==> src/rtl/led_mode_pkg.sv <==
`default_nettype none
// +----------------------------------------------------------------------+
// | led_mode_pkg : mode codes, press-FSM states and mode helper functions |
// | Revision 1.0                                                         |
// +----------------------------------------------------------------------+
package led_mode_pkg;

    localparam int MODE_W = 4;

    localparam logic [MODE_W-1:0] MODE_OFF = 4'd0;
    localparam logic [MODE_W-1:0] MODE_1   = 4'd1;
    localparam logic [MODE_W-1:0] MODE_2   = 4'd2;
    localparam logic [MODE_W-1:0] MODE_3   = 4'd3;
    localparam logic [MODE_W-1:0] MODE_4   = 4'd4;

    typedef enum logic [1:0] {
        IDLE    = 2'd0,
        PRESSED = 2'd1,
        LONG    = 2'd2
    } press_state_t;

    // Short-press step: off and the top mode both land on mode 1, so 0 is never produced.
    function automatic logic [MODE_W-1:0] next_mode(input logic [MODE_W-1:0] mode,
                                                    input logic [MODE_W-1:0] max_mode);
        return (mode >= max_mode) ? MODE_1 : mode + 1'b1;
    endfunction

    function automatic logic [7:0] mode_to_led(input logic [MODE_W-1:0] mode);
        logic [7:0] led;
        led = 8'h00;
        if (mode != MODE_OFF && mode <= 4'd8) begin
            led = 8'h01 << (mode - 4'd1);
        end
        return led;
    endfunction

endpackage
`default_nettype wire

==> src/rtl/key_debounce.sv <==
`default_nettype none
// +----------------------------------------------------------------------+
// | key_debounce : 2-FF synchroniser, debouncer, press/release pulses    |
// | Revision 1.0                                                         |
// +----------------------------------------------------------------------+
module key_debounce #(
    parameter int DEBOUNCE_CYCLES = 1_000_000
) (
    input  logic clk,
    input  logic rst_n,
    input  logic i_key_n,
    output logic o_press,
    output logic o_release
);

    localparam int CNT_W = (DEBOUNCE_CYCLES > 2) ? $clog2(DEBOUNCE_CYCLES - 1) : 1;
    // The level is accepted on the cycle that would make the count reach DEBOUNCE_CYCLES,
    // so the counter itself never needs to hold more than DEBOUNCE_CYCLES-2.
    localparam logic [CNT_W-1:0] CNT_LAST = CNT_W'(DEBOUNCE_CYCLES - 2);

    logic [1:0]       sync_q,    sync_d;
    logic [CNT_W-1:0] cnt_q,     cnt_d;
    logic             key_db_q,  key_db_d;
    logic             db_prev_q, db_prev_d;
    logic             press_q,   press_d;
    logic             release_q, release_d;

    always_comb begin
        sync_d    = {sync_q[0], i_key_n};
        cnt_d     = '0;
        key_db_d  = key_db_q;
        db_prev_d = key_db_q;
        press_d   = db_prev_q & ~key_db_q;
        release_d = ~db_prev_q & key_db_q;
        if (sync_q[1] != key_db_q) begin
            if (cnt_q == CNT_LAST) begin
                key_db_d = sync_q[1];
            end else begin
                cnt_d = cnt_q + 1'b1;
            end
        end
    end

    always_ff @(posedge clk or negedge rst_n) begin
        if (!rst_n) begin
            sync_q    <= 2'b11;
            cnt_q     <= '0;
            key_db_q  <= 1'b1;
            db_prev_q <= 1'b1;
            press_q   <= 1'b0;
            release_q <= 1'b0;
        end else begin
            sync_q    <= sync_d;
            cnt_q     <= cnt_d;
            key_db_q  <= key_db_d;
            db_prev_q <= db_prev_d;
            press_q   <= press_d;
            release_q <= release_d;
        end
    end

    assign o_press   = press_q;
    assign o_release = release_q;

endmodule
`default_nettype wire

==> src/rtl/mode_key_controller.sv <==
`default_nettype none
// +----------------------------------------------------------------------+
// | mode_key_controller : push-button mode stepper for the LED selector  |
// | MODE_LONGPRESS_EN compiles in the long-press-to-off feature.         |
// | Revision 1.0                                                         |
// +----------------------------------------------------------------------+
module mode_key_controller
    import led_mode_pkg::*;
#(
    parameter int DEBOUNCE_CYCLES = 1_000_000,
    parameter int LONG_CYCLES     = 50_000_000,
    parameter int MODE_MAX        = 4
) (
    input  logic              clk,
    input  logic              rst_n,
    input  logic              key_n,
    output logic [MODE_W-1:0] mode_select,
    output logic [7:0]        led_select,
    output logic              mode_changed
);

    localparam logic [MODE_W-1:0] MODE_TOP = MODE_W'(MODE_MAX);

    logic press;
    logic release_p;

    key_debounce #(
        .DEBOUNCE_CYCLES(DEBOUNCE_CYCLES)
    ) u_key_debounce (
        .clk       (clk),
        .rst_n     (rst_n),
        .i_key_n   (key_n),
        .o_press   (press),
        .o_release (release_p)
    );

    press_state_t      state_q,   state_d;
    logic [MODE_W-1:0] mode_q,    mode_d;
    logic [7:0]        led_q,     led_d;
    logic              changed_q, changed_d;

`ifdef MODE_LONGPRESS_EN
    localparam int              HOLD_W   = $clog2(LONG_CYCLES + 1);
    localparam logic [HOLD_W-1:0] HOLD_MAX = HOLD_W'(LONG_CYCLES);

    logic [HOLD_W-1:0] hold_q, hold_d;
`endif

    always_comb begin
        state_d = state_q;
        mode_d  = mode_q;
`ifdef MODE_LONGPRESS_EN
        hold_d  = hold_q;
`endif
        case (state_q)
            IDLE: begin
                if (press) begin
                    state_d = PRESSED;
`ifdef MODE_LONGPRESS_EN
                    // The press-pulse cycle is the first counted hold cycle.
                    hold_d  = HOLD_W'(1);
`endif
                end
            end
            PRESSED: begin
                if (release_p) begin
                    state_d = IDLE;
                    mode_d  = next_mode(mode_q, MODE_TOP);
                end
`ifdef MODE_LONGPRESS_EN
                else begin
                    if (hold_q != HOLD_MAX) begin
                        hold_d = hold_q + 1'b1;
                    end
                    if (hold_d == HOLD_MAX) begin
                        state_d = LONG;
                        mode_d  = MODE_OFF;
                    end
                end
`endif
            end
`ifdef MODE_LONGPRESS_EN
            LONG: begin
                if (release_p) begin
                    state_d = IDLE;
                end
            end
`endif
            default: state_d = IDLE;
        endcase
        led_d     = mode_to_led(mode_d);
        changed_d = (mode_d != mode_q);
    end

    always_ff @(posedge clk or negedge rst_n) begin
        if (!rst_n) begin
            state_q   <= IDLE;
            mode_q    <= MODE_OFF;
            led_q     <= 8'h00;
            changed_q <= 1'b0;
`ifdef MODE_LONGPRESS_EN
            hold_q    <= '0;
`endif
        end else begin
            state_q   <= state_d;
            mode_q    <= mode_d;
            led_q     <= led_d;
            changed_q <= changed_d;
`ifdef MODE_LONGPRESS_EN
            hold_q    <= hold_d;
`endif
        end
    end

    assign mode_select  = mode_q;
    assign led_select   = led_q;
    assign mode_changed = changed_q;

endmodule
`default_nettype wire

==> config.mk <==
export PLATFORM = sky130hd
export DESIGN_NAME = mode_key_controller
export DESIGN_NICKNAME = d
export VERILOG_FILES = /design/src/rtl/led_mode_pkg.sv /design/src/rtl/key_debounce.sv /design/src/rtl/mode_key_controller.sv
export SDC_FILE = /design/constraint.sdc
export NUM_CORES = 1
export LEC_CHECK = 0
export ABC_AREA = 1
export ABC_CLOCK_PERIOD_IN_PS = 1900
export CAP_MARGIN = 20
export CORE_ASPECT_RATIO = 0.5
export CORE_MARGIN = 5
export CORE_UTILIZATION = 47
export CTS_BUF_LIST = sky130_fd_sc_hd__clkbuf_8
export DETAILED_ROUTE_END_ITERATION = 16
export PLACE_DENSITY = 0.67
export SYNTH_ARGS = -nofsm -noshare
export SYNTH_HDL_FRONTEND = slang
export SYNTH_SLANG_ARGS = --single-unit
==> constraint.sdc <==
create_clock -name clk -period 1.9 [get_ports clk]
set_input_delay 0.285 -clock clk [delete_from_list [all_inputs] [get_ports clk]]
set_output_delay 0.285 -clock clk [all_outputs]
set_load 0.02 [all_outputs]
Word-level counts from Yosys, hierarchy flattened:

Index checks and enable logic that the tools add are counted.

* register bits after elaboration: 41
* output and inout bits: 13
* word-level logic and storage cells: 40

* add/sub/neg operators: 3
* $lt $le $gt $ge: 2
* equal/unequal tests: 6
* shifts and indexed selects: 1
* multiplexer cells: 9
* bitwise logic cells: 4
* reduce and logical (&&, ||, !) cells: 5

Operators with widths (number)
* 2-to-1 mux 20 bit: 2
* adder 20 x 1 -> 20 bit (second input constant): 1
* == test 20 bit (second input constant): 1
* 2-to-1 mux 4 bit: 3
* 2-to-1 mux 8 bit: 1
* << shifter 1 x 4 -> 8 bit (first input constant): 1
* adder 4 x 1 -> 4 bit (second input constant): 1
* >= comparator 4 x 3 -> 1 bit (second input constant): 1
* <= comparator 4 bit (second input constant): 1
* 2-to-1 mux 2 bit: 2
* != test 2 x 1 -> 1 bit (second input constant): 2
* != test 4 bit: 1
* case mux 2 bit (2 select lines): 1
* AND reduction 2 bit: 2
* nonzero test 4 bit: 1
* subtractor 4 x 1 -> 4 bit (second input constant): 1
* AND 1 bit: 2
* == test 2 x 1 -> 1 bit (second input constant): 1
* zero test 2 bit: 1
* NOT 1 bit: 2
* logical AND 1 bit: 1
* != test 1 bit: 1

Longest topological paths before layout:

Gate-level depths: netlist of the first run.

* depth after elaboration: 7
* depth in mapped cells: 9

By module:

From an unflattened synthesis of the first run, not the netlist that was laid out.

* cell total of the unflattened synthesis: 218
* area total of the unflattened synthesis: 1908.1 µm²

By module, submodules not included
* key_debounce: instances 1, cells each 161, area an instance 1338.8 µm²
* mode_key_controller: instances 1, cells each 57, area an instance 569.3 µm²

Worst setup path after synthesis of the first run:

No wires, ideal clock.

* path type: flip-flop to flip-flop
* start: register u_key_debounce.cnt_q[0]
* end: register u_key_debounce.cnt_q[3]
* arrival time: 1.241 ns
* required time: 1.779 ns
* slack: 0.538 ns
* stages on the path, launching flop included: 10
* cells stage by stage: dfrtp_1 > inv_1 > ha_1 > nand2_1 > nor2_1 > nand3_1 > nor2_2 > nor2_4 > inv_6 > nor2_2

* cells in the longest elaborated chain, start to end: 3
* elaborated cells between the ends (all ways): 4

RTL lines
* start: declaration: RTL line key_debounce.sv:22 `logic [CNT_W-1:0] cnt_q, cnt_d;`
* start signal: assignment: RTL line key_debounce.sv:54 `cnt_q <= cnt_d;`
* adder 20 x 1 -> 20 bit or == test 20 bit (tied branches): RTL line key_debounce.sv:39, key_debounce.sv:36
* 2-to-1 mux 20 bit *: RTL line key_debounce.sv:36 `if (cnt_q == CNT_LAST) begin`
* 2-to-1 mux 20 bit *: RTL line key_debounce.sv:35 `if (sync_q[1] != key_db_q) begin`
* net u_key_debounce.cnt_d[3]: RTL line key_debounce.sv:22

The timed path passes the listed nets; every way through them passes the cells marked *.
A chain may end at the register's enable or synchronous reset.

Worst setup path after layout of the first run:

* start: register mode_q[3] (netlist: mode_select[3])
* end: output mode_select[3]

RTL lines
* start: declaration: RTL line mode_key_controller.sv:38 `logic [MODE_W-1:0] mode_q, mode_d;`
* start signal: assignment: RTL line mode_key_controller.sv:106 `mode_q <= mode_d;`
* end: declaration: RTL line mode_key_controller.sv:17 `output logic [MODE_W-1:0] mode_select,`

No word-level cell between the ends.

==> results of run 1 <==
-- cell type report --
cell class / instances / area [µm²] / area share [%]
Clock buffer: 5 / 68.8 / 2.97
Clock inverter: 3 / 63.8 / 2.76
Inverter: 28 / 110 / 4.76
Multi-Input combinational cell: 163 / 845 / 36.5
Sequential cell: 40 / 1010 / 43.5
Tap cell: 54 / 67.6 / 2.92
Timing Repair Buffer: 16 / 153 / 6.60
-- report_power, final --
| group | internal (mW) | switching, mW |
|---|---|---|
| logic | 0.0150 | 0.0354 |
| registers | 0.860 | 0.00740 |
| clock network | 0.520 | 0.286 |
| total | 1.39 | 0.329 |
-- per-layer routing --
layer / track usage (%) / routed length, µm / share of wire, %
met3: 6.26 / 200 / 5.2
met1: 20.2 / 1810 / 47
met5: 0 / 0 / 0
met4: 3.41 / 23 / 0.60
met2: 24.2 / 1790 / 47
-- state kept, by name (all words and copies together), names as in the netlist --
register                  flops
u_key_debounce.sync_q         2
mode_select                   4
mode_changed                  1
u_key_debounce.db_prev_q      1
state_q                       1
u_key_debounce.o_press        1
u_key_debounce.cnt_q         20
u_key_debounce.o_release      1
u_key_debounce.db_prev_d      1
led_select                    8
-- path summary, 6_finish.rpt --
check / startpoint / slack, ns / cells after the start / to
max in group asynchronous: rst_n / 1.48 / 2 / u_key_debounce.sync_q[1]$_DFF_PN1_
hold / removal: rst_n / 0.05 / 2 / led_select[1]$_DFF_PN0_
setup reg to reg: u_key_debounce.cnt_q[0]$_DFF_PN0_ / 0.41 / 9 / u_key_debounce.cnt_q[9]$_DFF_PN0_
min in group clk: u_key_debounce.sync_q[0]$_DFF_PN1_ / 0.36 / 0 / u_key_debounce.sync_q[1]$_DFF_PN1_
hold reg to reg: u_key_debounce.sync_q[0]$_DFF_PN1_ / 0.36 / 0 / u_key_debounce.sync_q[1]$_DFF_PN1_
setup / recovery: mode_select[3]$_DFF_PN0_ / 0.34 / 1 / mode_select[3]
-- through the flow --
stage               worst slack (ns)  cells  util (%)  total power, mW
global placement               0.460    301      55.0            0.934
global route                   0.254    309      58.4             1.81
detailed placement             0.435    301      55.0            0.936
floorplan                      0.538    231         -            0.908
CTS                            0.316    309      58.4             1.75
finish                         0.336    309      58.4             1.72
-- kinds of logic after synthesis --
kind of cell	synth area share, %
buffers and inverters	5.62
AOI/OAI and AO/OA	2.23
adders and majority gates	1.91
DFF	51.3
and+or+nand+nor	34.1
xor gates and xnor gates	4.85
-- cells in the final DEF (no fill, tap or decap), types with 3 or more instances in the layout --
cell,synthesis,final
dfrtp_1,36,36
nor2_1,42,42
nand4_1,4,4
ha_1,3,3
nor3_1,4,4
dfstp_2,4,4
clkbuf_8,0,5
xnor2_1,3,3
clkdlybuf4s50_1,0,14
nand2_1,51,51
nand2_2,4,4
nor2_4,4,4
nand3_1,14,14
nor2_2,16,16
xor2_1,6,6
inv_1,25,26
==> flow_summary.toml, run 1 <==
[die]
die_area_mm2 = 0.00564
die_w_um = 101
floorplan.die.height_um = 55.7
ios = 16
placementRows = 16
initial_utilization_pct = 49.5
design.core.area_mm2 = 0.00396

[yosys]
synth_sequential_area_ratio_pct = 51.3
synthesis.instances = 231
synth_async_sr_flop_share_pct = 100
yosys.area.top_type_share_pct = 45.9
synthTopCellsByArea = "dfrtp_1 46%, nand2_1 9.8%, nor2_1 8.0%"
synth_cell_type_count = 26
synth_most_common_cell = "nand2_1"
yosys_register_bits = 40
post_synth_instance_area_mm2 = 0.00196
synth-edff-count = 0
syn-num-nets = 237
ys_dominant_reg_cell = "dfrtp_1"
synthesis.area_per_instance_um2 = 8.49
synth.top_cells.by_count = "51 x nand2_1, 42 x nor2_1, 36 x dfrtp_1"
synth.yosys.warnings = 0
synthDominantAreaCellType = "dfrtp_1"

[worst_setup_path]
setup.worst_path.class = "reg2out"
worst-endpoint-required_ns = 1.62
cpMaxStageDelayCell = "clkdlybuf4s50_1"
critical_path.startpoint_type = "flop"
slowest_delay_ns = 0.62
crit_path_cell_trace = "clkdlybuf4s50_1"
timing.critical_path.to_type = "primary output"
path_buf_inv = 1
timing.critical_path.max_delay_family = "buffers and inverters"
worst_ep_arrival_time_ns = 1.28
critPathMaxFanout = 3

[cells_and_area]
fillers = 353
final_net_count = 260
antenna-diode-count = 0
area_growth_from_synthesis_to_layout_pct = 18.0
cell_area_after_layout_mm2 = 0.00231
fraction_of_layout_instances_using_a_drive_strength_above_1_pct = 16.9

[grt]
track_usage_pct = 15.5
largest_net_degree_at_the_start_of_global_routing = 41
grt_first_pass_wirelength_um = 6860
initial_antenna_violation_count = 0
global_route_overflow = 0
number_of_global_route_vias_before_repair = 1515

[drt]
drtPass1Iterations = 4
routed_wire_length_per_instance_um = 12.4
vias = 1464
drtAntennaViolNets = 0
detail_route.vias_per_cell = 4.74
post-route-drc-count = 0
drt-total-wl_um = 3830
drt-initial-drc-count = 70

[timing]
slew_viol_final = 0
rsz_0062_raised_after_global_routing = "no"
hold_violations = 0
timing.final.setup_violations = 0
maxClockFrequency_mhz = 639
timing.final.crit_share_pct = 82.3
fin_skew_ns = 0.00470
tightestPinTransition_ns = 0.513
min_period_ns = 1.56
slew_headroom_pct = 65.6
finalSetupTns_ns = 0
worst_hold_margin_ns = 0.0500

[cts]
post_cts_resized = 0
cts_sinks = 40
worst_setup_hold_path_clk_slew_ns = 0.07
clockBufferDepth = 2
cts-hold-fix-buffers = 0
numCtsBuffers = 5
clock_latency_ns = 0.28
tritoncts = "built"
cts.root.buffer_cell = "clkbuf_8"
post-cts-setup-buffer-count = 0
cts_htree_levels = 2

[placement]
post_dp_cell_area_mm2 = 0.00218
detailedPlacementHpwl_um = 2700
weighted_congestion_at_the_end_of_routability_driven_global_placement = 0.845
numPortBuffers = 15

[power]
ir_drop_mv = 0.430
cellLeakagePower_nw = 1.01
power.density_cell_area_mw_per_mm2 = 745

[status]
status = "finished, final reports clean"

[hold_path]
worst_hold_path_type = "in2async"

[run]
max-cap-violations = 0
Power figures use the tool's default switching activity.
==> inputs of run 2 (changes only) <==
Settings changed: ABC_CLOCK_PERIOD_IN_PS 1900 to 1300, PLACE_DENSITY 0.67 to 0.69.
Clock period 1.9 ns to 1.3 ns, I/O delays scaled along.
==> run 2 against run 1 <==
  * The run now ends with setup timing left
  * Register-to-register slack lost 0.49 ns
  * Largest cell class unchanged
  * Clock-buffer cell count stayed put
  * Combinational power increased by 140%
==> flow_summary.toml, run 2 (synthesis results as in run 1) <==
[cells_and_area]
final_cell_mix = "47 x nand2_1, 39 x nor2_1, 34 x dfrtp_1"
antenna-diode-count = 0
area_growth_from_synthesis_to_layout_pct = 36.2
stdcell_count = 337
final_net_count = 288
fraction_of_layout_instances_using_a_drive_strength_above_1_pct = 31.8
register_area_mm2 = 0.00101
largest_register_ffs = 20
largest_register = "u_key_debounce.cnt_q"
fillers = 300
mostFrequentLayoutCell = "nand2_1"
multiInputGateArea_um2 = 970

[hold_path]
min-delay-start = "key_n"
worst_hold_path_type = "in2reg"
hold_end = "u_key_debounce.sync_q[0]$_DFF_PN1_"
worstHoldPathCells = 1

[drt]
vias = 1645
drt-total-wl_um = 4350
drtAntennaViolNets = 0
drt-initial-drc-count = 67
detail_route.vias_per_cell = 4.88
routed_wire_length_per_instance_um = 12.9
drtPass1Iterations = 4
post-route-drc-count = 0

[worst_setup_path]
timing.critical_path.max_delay_family = "simple AND/OR/NAND/NOR gates"
rrSetupSlack_ns = -0.08
timing.reg2reg.worst_path_depth = 9
slowest_delay_ns = 0.44
crit-reg2reg-launch = "u_key_debounce.cnt_q[0]$_DFF_PN0_"
critical_path.startpoint_type = "flop"
setup.worst_path.class = "reg2reg"
crit_path_cell_trace = "inv_2, ha_4, nand2_2, nor2_2, nand3_2, nor2_4, nor2_4, inv_6, nor2_2"
cpMaxStageDelayCell = "dfrtp_2"
worst-endpoint-required_ns = 1.48
worst_r2r_endpoint = "u_key_debounce.cnt_q[3]$_DFF_PN0_"
worst_ep_arrival_time_ns = 1.57
timing.critical_path.to_type = "flop"
path_buf_inv = 2
critPathMaxFanout = 6

[power]
ir_drop_mv = 0.560
power.density_cell_area_mw_per_mm2 = 966
cellLeakagePower_nw = 1.27

[grt]
initial_antenna_violation_count = 0
track_usage_pct = 15.9
grt_first_pass_wirelength_um = 7270
largest_net_degree_at_the_start_of_global_routing = 27
global_route_overflow = 0
number_of_global_route_vias_before_repair = 1626

[placement]
numPortBuffers = 15
dp_worst_setup_slack_ns = -0.127
detailedPlacementHpwl_um = 2900
weighted_congestion_at_the_end_of_routability_driven_global_placement = 0.901
place.detailed.instances = 319

[die]
ios = 16
initial_utilization_pct = 49.5
floorplan.die.height_um = 55.7
die_w_um = 101
design.core.area_mm2 = 0.00396
placementRows = 16
die_area_mm2 = 0.00564

[cts]
clock_latency_ns = 0.29
clockBufferDepth = 2
worst_setup_hold_path_clk_slew_ns = 0.08
tritoncts = "built"
numCtsBuffers = 5
cts.root.buffer_cell = "clkbuf_8"
cts_sinks = 40
cts_htree_levels = 2

[timing]
timing.final.setup_violations = 16
fin_skew_ns = 0.00518
worst_slack_ns = -0.0826
hold_violations = 0
timing.final.crit_share_pct = 106
tightestPinTransition_ns = 0.343
slew_viol_final = 0
rsz_0062_raised_after_global_routing = "yes"
min_period_ns = 1.38
slew_headroom_pct = 77.1
maxClockFrequency_mhz = 723

[status]
failed_checks = "setup timing"
status = "finished, violations left"

[run]
max-cap-violations = 0
[run 2: cell types whose count changed in the layout (fill, tap and decap cells not counted), moves of 3 or more]
cell             before  now
buf_4                 1   23
clkdlybuf4s50_1      14    1
dlygate4sd2_1         0   13
nand2_1              51   47
nand2_4               0    3
nor2_1               42   39
nor2_4                4    7
[run 2: worst reg2reg max path, delay by kind of cell (launching register included)]
kind	cells	cell delay (ns)
adder cells (fa/ha/maj)	1	0.13
AND/OR/NAND/NOR	6	0.51
flip-flops	1	0.44
buffers and inverters	2	0.19
[run 2: worst max path at each step]
stage	depth (start not counted)	slack [ns]	from	end
2_1_floorplan	9	-0.03	u_key_debounce.cnt_q[0]$_DFF_PN0_	u_key_debounce.cnt_q[3]$_DFF_PN0_
3_3_place_gp	9	-0.12	u_key_debounce.cnt_q[0]$_DFF_PN0_	u_key_debounce.cnt_q[9]$_DFF_PN0_
3_5_place_dp	9	-0.13	u_key_debounce.cnt_q[0]$_DFF_PN0_	u_key_debounce.cnt_q[3]$_DFF_PN0_
4_1_cts	9	-0.1	u_key_debounce.cnt_q[0]$_DFF_PN0_	u_key_debounce.cnt_q[9]$_DFF_PN0_
5_1_grt	9	-0.18	u_key_debounce.cnt_q[0]$_DFF_PN0_	u_key_debounce.cnt_q[3]$_DFF_PN0_
6_report	9	-0.08	u_key_debounce.cnt_q[0]$_DFF_PN0_	u_key_debounce.cnt_q[3]$_DFF_PN0_
[run 2: area by class of cell]
type	instances	share of cell area [%]
sequential	40	37.8
multi-input combinational	163	36.3
timing repair buffer	43	14.0
inverter	28	4.22
clock buffer	5	2.58
tap	54	2.53
clock inverter	3	2.39
timing repair inverter	1	0.234
[run 2: timing repair]
item	CTS	global route
buffers inserted	2	6
setup endpoints to repair	32	29
gates cloned	1	0
pin swaps	11	6
hold buffers	1	0
hold endpoints to repair	10	0
gates resized for setup	21	25
[run 2: power breakdown]
group | total, mW | leakage [nW] | switching, mW | internal [mW]
Clock | 1.19 | 0.0695 | 0.430 | 0.759
Sequential | 1.27 | 0.540 | 0.0142 | 1.26
Combinational | 0.119 | 0.659 | 0.0675 | 0.0518
Total | 2.58 | 1.27 | 0.512 | 2.07
[run 2: stage by stage]
step / hold slack (ns) / utilization [%] / TNS, ns / power, mW / instance area (µm²)
final: 0.311 / 67.4 / -0.954 / 2.58 / 2670
after CTS: 0.309 / 63.3 / -1.23 / 2.59 / 2510
after global routing: 0.298 / 67.4 / -3.22 / 2.69 / 2670
after detailed placement: 0.123 / 59.1 / -1.52 / 1.40 / 2340
after global placement: 0.121 / 59.1 / -1.32 / 1.39 / 2340
after floorplan: -0.101 / - / -0.213 / 1.33 / 1970
[run 2: per-layer routing]
| metal | vias to the layer above | routed length, µm | GRT usage, % |
|---|---|---|---|
| li1 | 814 | - | - |
| met1 | 783 | 1990 | 22.0 |
| met2 | 45 | 2120 | 24.9 |
| met3 | 3 | 226 | 3.75 |
| met4 | 0 | 18 | 4.36 |
| met5 | - | 0 | 0 |
